==> config.mk <==
export PLATFORM = sky130hd
export DESIGN_NAME = encoder4to2_seq_flat
export DESIGN_NICKNAME = d
export VERILOG_FILES = /design/src/rtl/decoder_pkg.sv /design/src/rtl/encoder4to2_seq_if.sv /design/src/rtl/encoder4to2_sel.sv /design/src/rtl/encoder4to2_seq.sv /design/src/flat_wrapper.sv
export SDC_FILE = /design/constraint.sdc
export NUM_CORES = 1
export LEC_CHECK = 0
export CORE_MARGIN = 2
export CORE_UTILIZATION = 25
export CTS_BUF_LIST = sky130_fd_sc_hd__clkbuf_4 sky130_fd_sc_hd__clkbuf_8 sky130_fd_sc_hd__clkbuf_16
export DETAILED_ROUTE_END_ITERATION = 8
export GPL_ROUTABILITY_DRIVEN = 0
export SLEW_MARGIN = 25
export SYNTH_ARGS = -nofsm -noshare
export SYNTH_HDL_FRONTEND = slang
export SYNTH_SLANG_ARGS = --single-unit
==> constraint.sdc <==
create_clock -name clk -period 2.5 [get_ports clk]
set_clock_uncertainty 0.05 [all_clocks]
set_input_delay 0.5 -clock clk [delete_from_list [all_inputs] [get_ports clk]]
set_output_delay 0.5 -clock clk [all_outputs]
set_load 0.01 [all_outputs]
==> src/rtl/decoder_pkg.sv <==
// Shared constants, state encoding and helpers for the 4-to-2 sequential encoder.
package decoder_pkg;

  localparam int unsigned N_REQ = 4;
  localparam int unsigned IDX_W = 2;

  typedef enum logic {
    IDLE = 1'b0,
    HOLD = 1'b1
  } state_t;

  // Number of set bits in a request vector.
  function automatic int unsigned popcount(input logic [N_REQ-1:0] v);
    int unsigned cnt;
    cnt = 0;
    for (int unsigned i = 0; i < N_REQ; i++) begin
      if (v[i]) cnt++;
    end
    return cnt;
  endfunction

endpackage

==> src/rtl/encoder4to2_seq_if.sv <==
// Request/grant bundle between the encoder and its producer/consumer.
interface encoder4to2_seq_if;
  import decoder_pkg::*;

  logic [N_REQ-1:0] D;
  logic             ready;
  logic [IDX_W-1:0] A;
  logic             valid;
  logic [N_REQ-1:0] pend;
  logic             multi;
  logic             drop;

  modport master (
    output D, ready,
    input  A, valid, pend, multi, drop
  );

  modport slave (
    input  D, ready,
    output A, valid, pend, multi, drop
  );

endinterface

==> src/rtl/encoder4to2_sel.sv <==
// Combinational grant selector: fixed priority (index 3 highest) or
// round-robin starting just above the last accepted index.
module encoder4to2_sel
  import decoder_pkg::*;
#(
  parameter int RR = 0
) (
  input  logic [N_REQ-1:0] pend,
  input  logic [IDX_W-1:0] last,
  output logic [IDX_W-1:0] index,
  output logic             any
);

  logic [IDX_W-1:0] cand;

  // Scan in reverse preference order so the most preferred hit is written last.
  always_comb begin
    index = '0;
    cand  = '0;
    any   = |pend;
    if (RR == 0) begin
      for (int unsigned i = 0; i < N_REQ; i++) begin
        if (pend[i]) index = IDX_W'(i);
      end
    end else begin
      // k = N_REQ wraps to last itself (least preferred); k = 1 is last+1.
      for (int unsigned k = N_REQ; k >= 1; k--) begin
        cand = last + IDX_W'(k);
        if (pend[cand]) index = cand;
      end
    end
  end

endmodule

==> src/rtl/encoder4to2_seq.sv <==
// Sequential 4-to-2 encoder: sticky pending requests, registered grant with
// valid/ready handshake, duplicate-request drop pulse and multi-pending flag.
module encoder4to2_seq
  import decoder_pkg::*;
#(
  parameter int RR = 0
) (
  input  logic             clk,
  input  logic             rst_n,
  encoder4to2_seq_if.slave bus
);

  state_t           state;
  logic [IDX_W-1:0] a_q;
  logic [IDX_W-1:0] last_q;
  logic             valid_q;
  logic             drop_q;
  logic [N_REQ-1:0] pend_q;

  logic             accept;
  logic [N_REQ-1:0] clr_mask;
  logic [N_REQ-1:0] remaining;
  logic [IDX_W-1:0] sel_last;
  logic [IDX_W-1:0] sel_idx;
  logic             sel_any;

  // Accepted bit is removed before selection; same-edge arrivals are not
  // eligible yet. In IDLE nothing is cleared, so remaining equals pend and a
  // single selector serves both the first grant and the back-to-back reload.
  always_comb begin
    accept    = (state == HOLD) && bus.ready;
    clr_mask  = accept ? (N_REQ'(1) << a_q) : '0;
    remaining = pend_q & ~clr_mask;
    sel_last  = accept ? a_q : last_q;
  end

  encoder4to2_sel #(.RR(RR)) u_sel (
    .pend  (remaining),
    .last  (sel_last),
    .index (sel_idx),
    .any   (sel_any)
  );

  // Grant FSM with pending register, drop detection and round-robin history.
  always_ff @(posedge clk or negedge rst_n) begin
    if (!rst_n) begin
      state   <= IDLE;
      a_q     <= '0;
      valid_q <= 1'b0;
      drop_q  <= 1'b0;
      pend_q  <= '0;
      last_q  <= IDX_W'(N_REQ - 1);
    end else begin
      // Set wins over clear: a same-edge arrival on the accepted bit re-pends it.
      pend_q <= remaining | bus.D;
      drop_q <= |(bus.D & remaining);
      case (state)
        IDLE: begin
          if (sel_any) begin
            a_q     <= sel_idx;
            valid_q <= 1'b1;
            state   <= HOLD;
          end
        end
        HOLD: begin
          if (accept) begin
            last_q <= a_q;
            if (sel_any) begin
              a_q <= sel_idx;
            end else begin
              valid_q <= 1'b0;
              state   <= IDLE;
            end
          end
        end
        default: begin
          state   <= IDLE;
          valid_q <= 1'b0;
        end
      endcase
    end
  end

  assign bus.A     = a_q;
  assign bus.valid = valid_q;
  assign bus.pend  = pend_q;
  assign bus.drop  = drop_q;
  assign bus.multi = (popcount(pend_q) > 1);

endmodule
==> src/flat_wrapper.sv <==
// flat-port wrapper written by rule: the top's interface ports become plain ports
module encoder4to2_seq_flat import decoder_pkg::*;
#(
  parameter int RR = 0
)
  (clk, rst_n, bus_D, bus_ready, bus_A, bus_valid, bus_pend, bus_multi, bus_drop);
  encoder4to2_seq_if bus_i ();
  input  logic clk;
  input  logic rst_n;
  input wire logic [$bits(bus_i.D)-1:0] bus_D;
  input wire logic [$bits(bus_i.ready)-1:0] bus_ready;
  output wire logic [$bits(bus_i.A)-1:0] bus_A;
  output wire logic [$bits(bus_i.valid)-1:0] bus_valid;
  output wire logic [$bits(bus_i.pend)-1:0] bus_pend;
  output wire logic [$bits(bus_i.multi)-1:0] bus_multi;
  output wire logic [$bits(bus_i.drop)-1:0] bus_drop;
  assign bus_i.D = bus_D;
  assign bus_i.ready = bus_ready;
  assign bus_A = bus_i.A;
  assign bus_valid = bus_i.valid;
  assign bus_pend = bus_i.pend;
  assign bus_multi = bus_i.multi;
  assign bus_drop = bus_i.drop;
  encoder4to2_seq #(.RR(RR)) u_core (.clk(clk), .rst_n(rst_n), .bus(bus_i));
endmodule
==> results.cfg <==
[timing]
period_share_pct = 94.24
worstMarginPinSlew_ns = 0.4218
rsz0062_at_grt = no
finalSetupTns_ns = 0
finalSetupViolations = 0
max_slew_margin_pct = 71.79
maxSlewViolCount = 0
layout_min_cycle_time_ns = 2.356
fmaxAchievable_ghz = 0.4245
finalHoldViolCount = 0
holdWs_ns = 0.4906

[power_and_ir_drop]
p_leak_nw = 0.3601
ir_worst_vdd_mv = 0.2489
powerDensity_mw_per_mm2 = 634.4

[global_route]
grt_max_degree = 10
grtUsageTotal_pct = 10.82
antenna_found_initial = 0
grt_pass1_vias = 491
grt_pass1_wl_mm = 2.132
grt_overflow = 0

[yosys]
synth_edf_count = 0
synth_xor_xnor_area_share_pct = 2.875
syn_inst = 58
ys_types = 30
synthAdderAreaFrac_pct = 8.214
synth_area_leaders = dfrtp_1 (37%), ha_1 (8.2%), mux2_4 (4.9%), o21ai_0 (4.1%), a22oi_4 (3.5%)
post-synth-top-area-cell = dfrtp_1
syn_nets = 69
yosysSeqAreaShare_pct = 36.96
yosys_warnings = 0
syn_area_um2 = 609.3
synth-seq-cells = 9
synth_top_family_by_area = compound AO/OA/AOI/OAI gates
avgSynthCellArea_um2 = 10.51
synth-simple-area-share_pct = 15.20
ys_async_sr_fraction_pct = 100.0
synth_flop_cell = dfrtp_1
synthMuxAreaShare_pct = 4.928
synth_top_area_share_pct = 36.96
synth_compound_area_share_pct = 26.90

[place]
dp_hpwl_mm = 1.011
io_buffers = 15

[final_layout]
synthToLayoutAreaGrowth_pct = 42.09
fin_nets = 94
drive_gt1_share_pct = 24.39
diodes = 0

[worst_setup_path]
critPathRequiredTime_ns = 1.95
cp_slowest_cell = dfrtp_1
start_kind = flip-flop
cp_slowest_stage_delay_ns = 0.39
arrival_ns = 1.81
path_class = flip-flop to output port
cp-end-kind = output port
worstPathCellList = buf_4, ha_1, nor2_1, a21oi_1, ha_1, xnor2_1, o21ai_0, o21ai_0, clkbuf_2
path_max_fanout = 3

[floorplan]
start_util_pct = 27.03
core_mm2 = 0.002255
dieArea_mm2 = 0.002848
num_rows = 17
io_pins = 16
die_y_um = 53.37
fp.dieW_um = 53.37

[route]
wl_per_cell_um = 11.87
drt_iter0_drc = 10
avgViaCountPerCell = 4.618
vias = 508
drc_errors = 0
final_antenna_net_count = 0
dr.pass1.iters = 4
finalWirelength_mm = 1.306

[clock_tree]
clk_latency_ns = 0.26
clkTransAtPathRegs_ns = 0.06
cts.root.buffer_cell = clkbuf_4
cts.path.max_buffers = 2
cts_tree = yes
cts_num_sinks = 9
htree_levels = 1
cts_hold_buf = 0
numCtsBuffers = 3

[run_status]
outcome = finished clean

[min_path]
holdCritPathClass = primary input to asynchronous set/reset pin

[flow_run]
cap_viol_max_count = 0
## synth_stat cells, types with 2 or more instances
cell and count:
ha_1 4, nand2b_1 3, a21oi_1 3, mux2_4 2
nand3_1 2, nor2_1 2, inv_1 5, nand2_1 3
dfrtp_1 9, o21ai_0 5
## stage by stage
step           cells  total power, W  setup slack [ns]  cell area [µm²]  utilization, %
3_3_place_gp     106       0.0004301           0.02582            828.3           36.74
2_1_floorplan     58       0.0003279            0.3284            609.3               -
5_1_grt          110       0.0005904           0.01543            865.8           38.40
3_5_place_dp     106       0.0004322         -0.005913            828.3           36.74
4_1_cts          110       0.0005633           0.01514            870.8           38.62
6_report         110       0.0005493            0.1440            865.8           38.40
## cells by family after synthesis
| logic type | after synthesis |
|---|---|
| DFF | 9 |
| muxes | 2 |
| xor gates and xnor gates | 2 |
| AOI/OAI and AO/OA | 20 |
| and+or+nand+nor | 15 |
| buffers and inverters | 6 |
| adders and majority gates | 4 |
## routing by layer
| metal | track usage (%) | vias up | share of wire [%] |
|---|---|---|---|
| met4 | 6.410 | 0 | 1.2 |
| met5 | 0 | - | 0 |
| met3 | 3.672 | 2 | 5.0 |
| met2 | 17.28 | 12 | 46 |
| met1 | 12.33 | 233 | 48 |
| li1 | - | 261 | - |
## path summary, 6_finish.rpt
check | end | startpoint | cells after the start | slack [ns]
setup / recovery | bus_multi | u_core.bus.pend[0] | 9 | 0.14
hold / removal | u_core.bus.pend[3] | rst_n | 1 | 0.49
setup reg to reg | u_core.bus.A[0] | u_core.bus.pend[2] | 5 | 0.75
hold reg to reg | u_core.bus.valid | u_core.bus.valid | 2 | 0.51
max in group asynchronous | u_core.bus.pend[0] | rst_n | 1 | 1.62
min in group clk | u_core.bus.valid | u_core.bus.valid | 2 | 0.51
## cell usage in the layout (no fill, tap or decap), types with 2 or more instances in the layout
| cell | n |
|---|---|
| nor2_1 | 2 |
| clkbuf_4 | 4 |
| a21oi_1 | 3 |
| buf_4 | 6 |
| nand2b_1 | 3 |
| mux2_4 | 2 |
| o21ai_0 | 5 |
| ha_1 | 3 |
| nand2_1 | 3 |
| dfrtp_1 | 9 |
| nand3_1 | 2 |
| clkdlybuf4s50_1 | 14 |
| inv_1 | 5 |
## cell type report
class                      instances  area [µm²]
clock buffer                       4       30.03
fill                             242        1389
inverter                           5       18.77
multi-input combinational         43       366.6
sequential                         9       225.2
tap                               28       35.03
timing repair buffer              21       190.2
## critical path: cells and delay by family (launching register included)
| kind | cells | cell delay, ns |
|---|---|---|
| fa+ha+maj | 2 | 0.40 |
| flops | 1 | 0.39 |
| buf+inv | 2 | 0.29 |
| compound gates | 3 | 0.28 |
| xor+xnor | 1 | 0.12 |
| simple gates | 1 | 0.08 |
## what timing repair did
item	CTS	global route
pin swaps	0	0
hold endpoints to repair	0	0
endpoints found under the setup margin	1	1
resized for setup	3	1
buffers inserted	0	0
gates cloned	0	0
## power breakdown
group	internal (W)	leakage, nW	switching [W]
sequential	0.000166	0.0864	0.0000319
clock	0.0000725	0.0184	0.0000533
combinational	0.000130	0.255	0.0000953
## flip-flops by register name, summed over array words and instances (netlist names)
name and count:
u_core.state 1, u_core.bus.drop 1, u_core.bus.A 2, u_core.bus.valid 1
u_core.bus.pend 4
No activity file was read; power rests on OpenSTA's default activity.
